$ cat config.mk
export PLATFORM = sky130hd
export DESIGN_NAME = ex_alu_stage_flat
export DESIGN_NICKNAME = d
export VERILOG_FILES = /design/src/rtl/ex_alu_stage_if.sv /design/src/rtl/ex_alu_stage.sv /design/src/flat_wrapper.sv
export SDC_FILE = /design/constraint.sdc
export NUM_CORES = 1
export LEC_CHECK = 0
export ABC_AREA = 1
export CAP_MARGIN = 20
export CORE_ASPECT_RATIO = 0.5
export CORE_MARGIN = 8
export CORE_UTILIZATION = 30
export DETAILED_ROUTE_END_ITERATION = 12
export PLACE_DENSITY_LB_ADDON = 0.1
export SYNTH_ARGS = -nofsm -noshare
export SYNTH_HDL_FRONTEND = slang
export SYNTH_SLANG_ARGS = --single-unit
export TNS_END_PERCENT = 5
$ cat constraint.sdc
create_clock -name clk -period 4.1 [get_ports clk]
set_input_delay 0.82 -clock clk [delete_from_list [all_inputs] [get_ports clk]]
set_output_delay 0.82 -clock clk [all_outputs]
set_load 0.01 [all_outputs]
$ cat src/rtl/ex_alu_stage_if.sv
// ex_alu_stage_if: operation/result handshake bundle for the EX ALU stage
// master: issuer and result consumer (drives operation, flush, out_ready)
// slave : the stage (drives in_ready, out_valid and the registered result)
interface ex_alu_stage_if;
    logic        in_valid;
    logic        in_ready;
    logic [3:0]  Operation;
    logic [31:0] SrcA;
    logic [31:0] SrcB;
    logic [4:0]  rd_in;
    logic        RegWrite_in;
    logic        flush;
    logic        out_valid;
    logic        out_ready;
    logic [31:0] ALUResult;
    logic        Zero;
    logic [4:0]  rd_out;
    logic        RegWrite_out;
    modport master (
        output in_valid, Operation, SrcA, SrcB, rd_in, RegWrite_in, flush, out_ready,
        input  in_ready, out_valid, ALUResult, Zero, rd_out, RegWrite_out
    );
    modport slave (
        input  in_valid, Operation, SrcA, SrcB, rd_in, RegWrite_in, flush, out_ready,
        output in_ready, out_valid, ALUResult, Zero, rd_out, RegWrite_out
    );
endinterface

$ cat src/rtl/ex_alu_stage.sv
// ex_alu_stage: registered EX ALU with valid/ready handshake and an iterative shifter
// clk/reset: clock, synchronous active-low reset; io: operation in, result out, flush
module ex_alu_stage (
    input logic           clk,
    input logic           reset,
    ex_alu_stage_if.slave io
);
    typedef enum logic [1:0] {IDLE, SHIFT, HOLD} state_t;
    state_t      state_q, state_d;
    logic        out_valid_q, out_valid_d, zero_q, zero_d, rw_q, rw_d, sh_rw_q, sh_rw_d;
    logic [31:0] result_q, result_d, sh_val_q, sh_val_d;
    logic [4:0]  rd_q, rd_d, sh_rd_q, sh_rd_d, sh_cnt_q, sh_cnt_d;
    logic [1:0]  sh_op_q, sh_op_d;
    logic [31:0] alu, sra_in, sra_step, shifted;
    logic [4:0]  shamt, step;
    logic        is_shift, free, accept, eq;

    assign shamt    = io.SrcB[4:0];
    assign eq       = io.SrcA == io.SrcB;
    assign is_shift = io.Operation inside {4'b0101, 4'b0111, 4'b0110};
    assign sra_in   = $signed(io.SrcA) >>> shamt;
    assign free     = !out_valid_q || io.out_ready;
    assign accept   = io.in_valid && io.in_ready;
    // each SHIFT cycle moves at most 8 bit positions; low opcode bits pick the shift kind
    assign step     = sh_cnt_q > 5'd8 ? 5'd8 : sh_cnt_q;
    assign sra_step = $signed(sh_val_q) >>> step;
    assign shifted  = sh_op_q == 2'b01 ? sh_val_q << step : sh_op_q == 2'b11 ? sh_val_q >> step : sra_step;

    assign io.in_ready     = reset && state_q == IDLE && !io.flush && free;
    assign io.out_valid    = out_valid_q;
    assign io.ALUResult    = result_q;
    assign io.Zero         = zero_q;
    assign io.rd_out       = rd_q;
    assign io.RegWrite_out = rw_q;

    always_comb begin
        case (io.Operation)
            4'b0000: alu = io.SrcA & io.SrcB;
            4'b0001: alu = io.SrcA | io.SrcB;
            4'b0010: alu = io.SrcA + io.SrcB;
            4'b0011: alu = io.SrcA - io.SrcB;
            4'b0100: alu = io.SrcA ^ io.SrcB;
            4'b0101: alu = io.SrcA << shamt;
            4'b0111: alu = io.SrcA >> shamt;
            4'b0110: alu = sra_in;
            4'b1100: alu = {31'b0, $signed(io.SrcA) < $signed(io.SrcB)};
            4'b1000: alu = {31'b0, eq};
            default: alu = '0;
        endcase
    end

    always_comb begin
        state_d     = state_q;
        out_valid_d = out_valid_q;
        result_d    = result_q;
        zero_d      = zero_q;
        rd_d        = rd_q;
        rw_d        = rw_q;
        sh_val_d    = sh_val_q;
        sh_cnt_d    = sh_cnt_q;
        sh_op_d     = sh_op_q;
        sh_rd_d     = sh_rd_q;
        sh_rw_d     = sh_rw_q;
        if (io.flush) begin
            state_d     = IDLE;
            out_valid_d = 1'b0;
            sh_cnt_d    = '0;
        end else begin
            if (out_valid_q && io.out_ready) out_valid_d = 1'b0;
            case (state_q)
                IDLE: if (accept) begin
                    if (is_shift && shamt != '0) begin
                        state_d  = SHIFT;
                        sh_val_d = io.SrcA;
                        sh_cnt_d = shamt;
                        sh_op_d  = io.Operation[1:0];
                        sh_rd_d  = io.rd_in;
                        sh_rw_d  = io.RegWrite_in;
                    end else begin
                        out_valid_d = 1'b1;
                        result_d    = alu;
                        zero_d      = io.Operation == 4'b1000 ? eq : alu == '0;
                        rd_d        = io.rd_in;
                        rw_d        = io.RegWrite_in;
                    end
                end
                SHIFT: begin
                    sh_val_d = shifted;
                    sh_cnt_d = sh_cnt_q - step;
                    if (sh_cnt_q == step) begin
                        state_d = free ? IDLE : HOLD;
                        if (free) begin
                            out_valid_d = 1'b1;
                            result_d    = shifted;
                            zero_d      = shifted == '0;
                            rd_d        = sh_rd_q;
                            rw_d        = sh_rw_q;
                        end
                    end
                end
                HOLD: if (free) begin
                    state_d     = IDLE;
                    out_valid_d = 1'b1;
                    result_d    = sh_val_q;
                    zero_d      = sh_val_q == '0;
                    rd_d        = sh_rd_q;
                    rw_d        = sh_rw_q;
                end
                default: state_d = IDLE;
            endcase
        end
    end

    always_ff @(posedge clk) begin
        if (!reset) begin
            state_q     <= IDLE;
            out_valid_q <= 1'b0;
            result_q    <= '0;
            zero_q      <= 1'b0;
            rd_q        <= '0;
            rw_q        <= 1'b0;
            sh_val_q    <= '0;
            sh_cnt_q    <= '0;
            sh_op_q     <= '0;
            sh_rd_q     <= '0;
            sh_rw_q     <= 1'b0;
        end else begin
            state_q     <= state_d;
            out_valid_q <= out_valid_d;
            result_q    <= result_d;
            zero_q      <= zero_d;
            rd_q        <= rd_d;
            rw_q        <= rw_d;
            sh_val_q    <= sh_val_d;
            sh_cnt_q    <= sh_cnt_d;
            sh_op_q     <= sh_op_d;
            sh_rd_q     <= sh_rd_d;
            sh_rw_q     <= sh_rw_d;
        end
    end
endmodule

$ cat src/flat_wrapper.sv
// flat-port wrapper written by rule: the top's interface ports become plain ports
module ex_alu_stage_flat 
  (clk, reset, io_in_valid, io_Operation, io_SrcA, io_SrcB, io_rd_in, io_RegWrite_in, io_flush, io_out_ready, io_in_ready, io_out_valid, io_ALUResult, io_Zero, io_rd_out, io_RegWrite_out);
  ex_alu_stage_if io_i ();
  input logic clk;
  input logic reset;
  input wire logic [$bits(io_i.in_valid)-1:0] io_in_valid;
  input wire logic [$bits(io_i.Operation)-1:0] io_Operation;
  input wire logic [$bits(io_i.SrcA)-1:0] io_SrcA;
  input wire logic [$bits(io_i.SrcB)-1:0] io_SrcB;
  input wire logic [$bits(io_i.rd_in)-1:0] io_rd_in;
  input wire logic [$bits(io_i.RegWrite_in)-1:0] io_RegWrite_in;
  input wire logic [$bits(io_i.flush)-1:0] io_flush;
  input wire logic [$bits(io_i.out_ready)-1:0] io_out_ready;
  output wire logic [$bits(io_i.in_ready)-1:0] io_in_ready;
  output wire logic [$bits(io_i.out_valid)-1:0] io_out_valid;
  output wire logic [$bits(io_i.ALUResult)-1:0] io_ALUResult;
  output wire logic [$bits(io_i.Zero)-1:0] io_Zero;
  output wire logic [$bits(io_i.rd_out)-1:0] io_rd_out;
  output wire logic [$bits(io_i.RegWrite_out)-1:0] io_RegWrite_out;
  assign io_i.in_valid = io_in_valid;
  assign io_i.Operation = io_Operation;
  assign io_i.SrcA = io_SrcA;
  assign io_i.SrcB = io_SrcB;
  assign io_i.rd_in = io_rd_in;
  assign io_i.RegWrite_in = io_RegWrite_in;
  assign io_i.flush = io_flush;
  assign io_i.out_ready = io_out_ready;
  assign io_in_ready = io_i.in_ready;
  assign io_out_valid = io_i.out_valid;
  assign io_ALUResult = io_i.ALUResult;
  assign io_Zero = io_i.Zero;
  assign io_rd_out = io_i.rd_out;
  assign io_RegWrite_out = io_i.RegWrite_out;
  ex_alu_stage u_core (.clk(clk), .reset(reset), .io(io_i));
endmodule
== Word level (Yosys, flattened, before mapping) ==
Cells that the tools add are included.

* Register bits after elaboration: 87
* Bits in latches: 0
* Memory bits (writable): 0
* ROM bits: 0
* Input port bits: 79
* Output and inout port bits: 41
* Logic and storage cells: 118
* Memories: 0

* $add $sub $neg: 3
* $mul: 0
* Divide/modulo/power cells: 0
* $lt $le $gt $ge: 2
* Equality and inequality tests: 21
* Shift-type cells: 6
* Mux-type cells: 45
* Bitwise operators: 5
* Reduce and logical (&&, ||, !) cells: 25

{| class="wikitable"
|+ Operators by type and width
! cell !! count
|-
| one-hot mux 32 bit (10 select lines) || 1
|-
| 2-to-1 mux 32 bit || 9
|-
| zero test 32 bit || 3
|-
| one-hot mux 32 bit (3 select lines) || 1
|-
| one-hot mux 32 bit (2 select lines) || 1
|-
| left shift 32 x 5 -> 32 bit || 2
|-
| right shift 32 x 5 -> 32 bit || 2
|-
| >>> shifter 32 x 5 -> 32 bit || 2
|-
| 2-to-1 mux 5 bit || 7
|-
| adder 32 bit || 1
|-
| AND 32 bit || 1
|-
| equality test 32 bit || 1
|-
| less-than comparator 32 bit || 1
|-
| bitwise OR 32 bit || 1
|-
| subtractor 32 bit || 1
|-
| XOR 32 bit || 1
|-
| equality test 4 x 3 -> 1 bit, second input constant || 4
|-
| 2-to-1 mux 1 bit || 15
|-
| one-hot mux 5 bit (3 select lines) || 1
|-
| AND reduction 4 bit || 3
|-
| 2-to-1 mux 2 bit || 5
|-
| one-hot mux 5 bit (2 select lines) || 1
|-
| one-hot mux 1 bit (3 select lines) || 3
|-
| equality test 4 x 2 -> 1 bit, second input constant || 2
|-
| 23 further kinds || 38
|}

== Logic depth before layout (Yosys ltp) ==
Gate-level depths: netlist of the first run.

* Word-level depth: 9
* Mapped depth: 25
* Depth with buffers taken out: 23

== Worst setup path before layout of the first run ==
OpenSTA, ideal clock, no wires.

* Path type: input to register
* Start point: in io_SrcB[3]
* End point: reg u_core.zero_q (netlist: u_core.io.Zero)
* Setup time: 0.067 ns
* Arrival time: 3.543 ns
* Required time: 4.033 ns
* Slack: 0.490 ns
* Stages: 23
* Path buffers: 4
* Cells stage by stage: buf_2 -> inv_1 -> clkbuf_1 -> clkbuf_1 -> ha_1 -> clkbuf_1 -> nor2_1 -> nand3_1 -> nand2_1 -> nand2_1 -> nand2_1 -> nand2_1 -> nand2_1 -> nand2_1 -> nand3_1 -> nand3_1 -> nor2_1 -> nand3_1 -> nor2_1 -> nand4_1 -> nand2_1 -> nand2_1 -> a21oi_2

* Cells in the longest elaborated chain, start to end: 7
* Elaborated cells between the ends (all ways): 20
* Those cells by class: 2 x add/sub; 1 x order compare; 2 x eq/ne; 3 x shift; 5 x mux; 3 x bitwise; 4 x reduce/logical

{| class="wikitable"
|+ Ends and longest elaborated chain
! item !! line !! source
|-
| start: declaration || flat_wrapper.sv:10 || <nowiki>input wire logic [$bits(io_i.SrcB)-1:0] io_SrcB;</nowiki>
|-
| subtractor 32 bit (tied with other cells) || ex_alu_stage.sv:41 || <nowiki>4'b0011: alu = io.SrcA - io.SrcB;</nowiki>
|-
| one-hot mux 32 bit (10 select lines) || ex_alu_stage.sv:37 || <nowiki>case (io.Operation)</nowiki>
|-
| zero test 32 bit || ex_alu_stage.sv:82 || <nowiki>zero_d = io.Operation == 4'b1000 ? eq : alu == '0;</nowiki>
|-
| 2-to-1 mux 1 bit || ex_alu_stage.sv:82 ||
|-
| 2-to-1 mux 1 bit || ex_alu_stage.sv:72 || <nowiki>if (is_shift && shamt != '0) begin</nowiki>
|-
| 2-to-1 mux 1 bit || ex_alu_stage.sv:71 || <nowiki>IDLE: if (accept) begin</nowiki>
|-
| one-hot mux 1 bit (3 select lines) || ex_alu_stage.sv:70 || <nowiki>case (state_q)</nowiki>
|-
| end signal: assignment || ex_alu_stage.sv:131 || <nowiki>zero_q <= zero_d;</nowiki>
|-
| end: declaration || ex_alu_stage.sv:10 || <nowiki>logic out_valid_q, out_valid_d, zero_q, zero_d, rw_q, rw_d, sh_rw_q, sh_rw_d;</nowiki>
|}

Parallel ways exist; a longest one is shown, timed or not. The select of a mux whose other input is x is not followed.
A chain may end at the register's enable or synchronous reset.

== Final worst setup path of the first run ==
* Start point: in io_SrcB[17]
* End point: reg u_core.zero_q (netlist: u_core.io.Zero)

* Cells in the longest elaborated chain, start to end: 7
* Elaborated cells between the ends (all ways): 13
* Those cells by class: 2 x add/sub; 1 x order compare; 1 x eq/ne; 5 x mux; 3 x bitwise; 1 x reduce/logical

{| class="wikitable"
|+ Ends and longest elaborated chain
! item !! line
|-
| subtractor 32 bit (tied with other cells) || ex_alu_stage.sv:41
|-
| one-hot mux 32 bit (10 select lines) || ex_alu_stage.sv:37
|-
| zero test 32 bit || ex_alu_stage.sv:82
|-
| 2-to-1 mux 1 bit (*) || ex_alu_stage.sv:82
|-
| 2-to-1 mux 1 bit (*) || ex_alu_stage.sv:72
|-
| 2-to-1 mux 1 bit (*) || ex_alu_stage.sv:71
|-
| one-hot mux 1 bit (3 select lines) (*) || ex_alu_stage.sv:70
|}

Mark *: on every way between the ends. The rest lies on a longest branch, timed or not. The select of a mux whose other input is x is not followed.

==> impl_results.html, run 1 <==
<table>
<tr><th>Metric</th><th>Value</th></tr>
<tr><th colspan="2">Outcome</th></tr>
<tr><td>Result of the run</td><td>finished, final reports clean</td></tr>
<tr><th colspan="2">Synthesis</th></tr>
<tr><td>Synthesized area per cell</td><td>5.16 um^2</td></tr>
<tr><td>Post-synthesis share of cell area spent on xor and xnor gates</td><td>0.0517%</td></tr>
<tr><td>Post-synth cell types</td><td>44</td></tr>
<tr><td>Multiplexer area fraction after synthesis</td><td>0%</td></tr>
<tr><td>Area fraction in compound gates after synthesis</td><td>about 17%</td></tr>
<tr><td>Most used flip-flop cell after synthesis</td><td>dfxtp_1</td></tr>
<tr><td>Combinational family with the most area after synthesis</td><td>simple AND/OR/NAND/NOR gates</td></tr>
<tr><td>Synthesized flop and latch total</td><td>87</td></tr>
<tr><td>Area fraction in and, or, nand and nor cells after synthesis</td><td>52.5%</td></tr>
<tr><td>Sequential cell area fraction in the yosys report</td><td>10.3%</td></tr>
<tr><td>Proportion of register bits with asynchronous set or reset after synthesis</td><td>0%</td></tr>
<tr><td>Count of mapped cells out of synthesis</td><td>3283</td></tr>
<tr><td>Synthesized net count</td><td>3466</td></tr>
<tr><td>Number of enable-type register cells in the synthesized netlist</td><td>0</td></tr>
<tr><td>Yosys warnings</td><td>0</td></tr>
<tr><td>Area share of fa/ha/maj cells after synthesis</td><td>7.77%</td></tr>
<tr><td>Cell Area, Synth</td><td>roughly 17000 um^2</td></tr>
<tr><th colspan="2">Timing</th></tr>
<tr><td>Setup violators final</td><td>0</td></tr>
<tr><td>Final setup slack of the worst path</td><td>0.145 ns</td></tr>
<tr><td>Final min period</td><td>~4 ns</td></tr>
<tr><td>Slew of the pin with the lowest slew margin</td><td>1.08 ns</td></tr>
<tr><td>Tightest slew margin relative to the limit</td><td>27.6%</td></tr>
<tr><td>Fin crit share</td><td>96.5%</td></tr>
<tr><td>Unrepaired setup endpoints after global routing</td><td>no</td></tr>
<tr><td>Max-slew violation count</td><td>0</td></tr>
<tr><td>Worst Hold Slack</td><td>0.464 ns</td></tr>
<tr><td>Setup TNS</td><td>0 ns</td></tr>
<tr><td>Peak Freq</td><td>253 MHz</td></tr>
<tr><td>Final hold violations</td><td>0</td></tr>
<tr><td>Clock Skews</td><td>0.0145 ns</td></tr>
<tr><th colspan="2">Worst setup path</th></tr>
<tr><td>Worst path bufs/invs</td><td>5</td></tr>
<tr><td>Setup CP Type</td><td>input pin to register</td></tr>
<tr><td>Origin of the critical flop-to-flop path</td><td>u_core.sh_cnt_q[1]</td></tr>
<tr><td>FF-to-FF setup slack</td><td>about 0.54 ns</td></tr>
<tr><td>Critical path arrival</td><td>4.24 ns</td></tr>
<tr><td>Critical path data required time</td><td>4.39 ns</td></tr>
<tr><td>Crit. Startpoint</td><td>io_SrcB[17]</td></tr>
<tr><td>Worst setup path end</td><td>u_core.io.Zero</td></tr>
<tr><td>Cell family with the largest share of critical-path delay</td><td>simple AND/OR/NAND/NOR gates</td></tr>
<tr><td>Cell at the slowest stage of the critical path</td><td>clkdlybuf4s50_1</td></tr>
<tr><td>Worst reg2reg endpoint</td><td>u_core.io.Zero</td></tr>
<tr><td>Number of cells traversed by the worst register-to-register path</td><td>20</td></tr>
<tr><td>Highest net fanout along the worst path</td><td>7</td></tr>
<tr><td>Critical path depth</td><td>20</td></tr>
<tr><td>Critical path cell sequence</td><td>clkdlybuf4s50_1, inv_1, ha_1, inv_1, a21oi_1, o21ai_0, buf_4, a21oi_1, nor2_1, nor2_1, nand3_1, nand3_1, nand2_1, inv_1, nand3_1, nor2_1, nand4_1, nand2_1, nand2_1, a21oi_2</td></tr>
<tr><td>Crit path largest cell delay</td><td>0.51 ns</td></tr>
<tr><td>Critical Path Source Type</td><td>input pin</td></tr>
<tr><td>Element type at the critical path end</td><td>register</td></tr>
<tr><th colspan="2">Route</th></tr>
<tr><td>Final routed DRC violation total</td><td>0</td></tr>
<tr><td>Number of vias in the routed layout</td><td>between 20000 and 25000</td></tr>
<tr><td>Count of nets left with antenna violations after detail routing</td><td>0</td></tr>
<tr><td>Initial DRC count</td><td>between 3000 and 4000</td></tr>
<tr><td>Wirelength per Cell</td><td>23.3 um</td></tr>
<tr><td>Initial DRT Pass Iterations</td><td>6</td></tr>
<tr><td>Detail-routed via count per cell</td><td>5.58</td></tr>
<tr><td>Aggregate routed wire length</td><td>around 100000 um</td></tr>
<tr><th colspan="2">Place</th></tr>
<tr><td>Setup Slack @ Placement</td><td>-0.255 ns</td></tr>
<tr><td>Placed instance count</td><td>4300</td></tr>
<tr><td>DP HPWL</td><td>83200 um</td></tr>
<tr><td>Number of buffers inserted by port buffering</td><td>119</td></tr>
<tr><td>Last weighted congestion value of the routability-driven placer</td><td>1.01</td></tr>
<tr><th colspan="2">Power</th></tr>
<tr><td>Static leakage power</td><td>around 10 nW</td></tr>
<tr><td>Peak ir drop on the vdd network</td><td>roughly 0.2 mV</td></tr>
<tr><td>Pwr dens</td><td>194 nW/um^2</td></tr>
<tr><th colspan="2">Clock tree</th></tr>
<tr><td>Total clock buffers created by CTS</td><td>9</td></tr>
<tr><td>Total clock sinks</td><td>87</td></tr>
<tr><td>Master cell of the clock root buffer</td><td>clkbuf_16</td></tr>
<tr><td>TritonCTS clock tree</td><td>yes</td></tr>
<tr><td>Level count of the clock H-tree</td><td>3</td></tr>
<tr><td>Post-CTS sizing</td><td>0</td></tr>
<tr><td>Clock transition at the register clock pins on the worst setup and hold paths after CTS</td><td>0.08 ns</td></tr>
<tr><td>Setup Buffers After CTS</td><td>0</td></tr>
<tr><td>Max Buffers Root-to-Sink</td><td>2</td></tr>
<tr><td>Quantity of hold-fixing buffers added after cts</td><td>0</td></tr>
<tr><td>Worst-Skew Late Latency</td><td>around 0.35 ns</td></tr>
<tr><th colspan="2">GRT</th></tr>
<tr><td>Largest net degree at the start of global routing</td><td>between 60 and 70</td></tr>
<tr><td>Initial antenna violation count</td><td>2</td></tr>
<tr><td>Tot GR Track Use</td><td>29.5%</td></tr>
<tr><td>First-pass GRT wire length</td><td>147000 um</td></tr>
<tr><td>Total global routing overflow</td><td>0</td></tr>
<tr><td>Number of global-route vias before repair</td><td>22200</td></tr>
<tr><th colspan="2">Finish</th></tr>
<tr><td>Fraction of layout instances using a drive strength above 1</td><td>10.7%</td></tr>
<tr><td>P&amp;R area growth vs syn</td><td>24.8%</td></tr>
<tr><td>Most common library cell in the layout ignoring fill and taps</td><td>nand2_1</td></tr>
<tr><td>Fin cells</td><td>between 4000 and 5000</td></tr>
<tr><td>Final net count</td><td>3738</td></tr>
<tr><td>Most frequent cells in the layout</td><td>nand2_1, nand3_1, inv_1</td></tr>
<tr><th colspan="2">Die</th></tr>
<tr><td>Number of core rows</td><td>61</td></tr>
<tr><td>Die footprint</td><td>64800 um^2</td></tr>
<tr><td>Horizontal extent of the die</td><td>roughly 350 um</td></tr>
<tr><td>Core box area</td><td>55600 um^2</td></tr>
<tr><td>Die height</td><td>184 um</td></tr>
<tr><td>Boundary Pins</td><td>120</td></tr>
<tr><td>Starting density of the core</td><td>30.4%</td></tr>
<tr><th colspan="2">Run</th></tr>
<tr><td>Number of max-cap violations</td><td>0</td></tr>
<tr><th colspan="2">Worst hold path</th></tr>
<tr><td>Min-Delay Path Class</td><td>register to register</td></tr>
</table>
==> registers in the layout, summed over array words and instances (netlist names) <==
register / flops
u_core.io.out_valid: 1
u_core.io.Zero: 1
u_core.sh_rw_q: 1
u_core.sh_rd_q: 5
u_core.state_q: 2
u_core.sh_val_q: 32
u_core.io.ALUResult: 32
u_core.sh_cnt_q: 5
u_core.sh_op_q: 2
u_core.io.rd_out: 5
u_core.io.RegWrite_out: 1
==> metal layers <==
metal  global-route usage [%]  wire, um  up-vias
li1                         -         -    11500
met3                     3.80      9350       97
met1                     44.6     48000    11400
met4                     5.64      2020        0
met5                        0         0        -
met2                     44.1     41000     1165
==> kinds of logic (layout without fill, tap and decap cells) <==
group           count (synthesis)  count (layout)
simple gates                 2061            2061
compound gates                516             516
buf+inv                       513             789
fa+ha+maj                     104             104
flops                          87              87
other cells                     1               2
xor+xnor                        1               1
==> worst min-delay path by stage <==
stage	startpoint	endpoint	slack, ns	cells past startpoint
after CTS	u_core.sh_rd_q[1]	u_core.io.rd_out[1]	0.46	2
final	u_core.sh_rd_q[1]	u_core.io.rd_out[1]	0.46	2
after floorplan	u_core.sh_rw_q	u_core.io.RegWrite_out	0.45	2
after global placement	u_core.io.ALUResult[13]	u_core.io.ALUResult[13]	0.46	2
after global routing	u_core.io.ALUResult[31]	u_core.io.ALUResult[31]	0.48	2
after detailed placement	u_core.io.ALUResult[31]	u_core.io.ALUResult[31]	0.46	2
==> power by group <==
group	total, mW	leakage, nW	switching (mW)	internal [mW]
logic	2.34	9.61	1.53	0.816
clock network	0.857	0.135	0.383	0.474
registers	0.898	0.704	0.0243	0.874
total	4.10	10.5	1.94	2.16
==> worst reg2reg max path, stage by stage, from the launching register on <==
cell,delay (ns)
dfxtp_1,0.39
nor2_1,0.17
nand2_2,0.11
nand2_8,0.18
nand2_8,0.17
inv_4,0.38
buf_4,0.32
nand3_1,0.18
nand3_1,0.10
nand2_1,0.05
nor2_1,0.09
nor2_1,0.13
nor2_1,0.11
nand2_1,0.07
nor2_1,0.12
nand2_1,0.07
nor2_1,0.09
nand3_1,0.13
a21oi_1,0.37
nand2_1,0.12
a21oi_2,0.13
==> cell type report <==
class / instances / area [um^2]
flip-flops and latches: 87 / 1740
inverters: 334 / 1260
multi-input cells: 2683 / 13200
repair buffers: 440 / 3710
clock inverters: 6 / 70.1
well taps: 756 / 946
clock buffers: 9 / 225
fillers: 6350 / 34500
diodes: 1 / 2.50
==> synth_stat cells (7+ instances only) <==
library cell	instances	area [um^2]
nand2_1	991	3720
nand3_1	654	3270
inv_1	323	1210
nor2_1	292	1100
a21oi_1	208	1040
o21ai_0	161	806
clkbuf_1	112	420
ha_1	102	1280
dfxtp_1	87	1740
o211ai_1	55	413
nand4_1	37	231
nor3_1	34	170
a221oi_1	31	272
buf_2	31	155
buf_1	26	97.6
o22ai_1	20	125
and2_1	15	93.8
a31oi_1	11	68.8
or2_2	11	68.8
nor4_1	8	50.1
inv_2	7	26.3
nand3b_1	7	52.6
o21a_1	7	52.6
==> per-stage QoR <==
stage / total power [mW] / cell area (um^2) / utilization [%]
after floorplan: 2.07 / 16900 / -
after global placement: 3.20 / 20800 / 37.4
after detailed placement: 3.19 / 20800 / 37.4
after CTS: 4.05 / 21100 / 38.0
after global routing: 4.32 / 21100 / 38.0
final: 4.10 / 21100 / 38.0
No activity file was read; power rests on OpenSTA's default activity.
==> run 2, diff against run 1 <==
--- a/config.mk
+++ b/config.mk
@@ -12,6 +12,7 @@
 export CORE_UTILIZATION = 30
 export DETAILED_ROUTE_END_ITERATION = 12
 export PLACE_DENSITY_LB_ADDON = 0.1
+export SLEW_MARGIN = 20
 export SYNTH_ARGS = -nofsm -noshare
 export SYNTH_HDL_FRONTEND = slang
 export SYNTH_SLANG_ARGS = --single-unit
==> results of run 2 <==
Same layout as run 1: the final DEF is identical, and so are final timing and power.
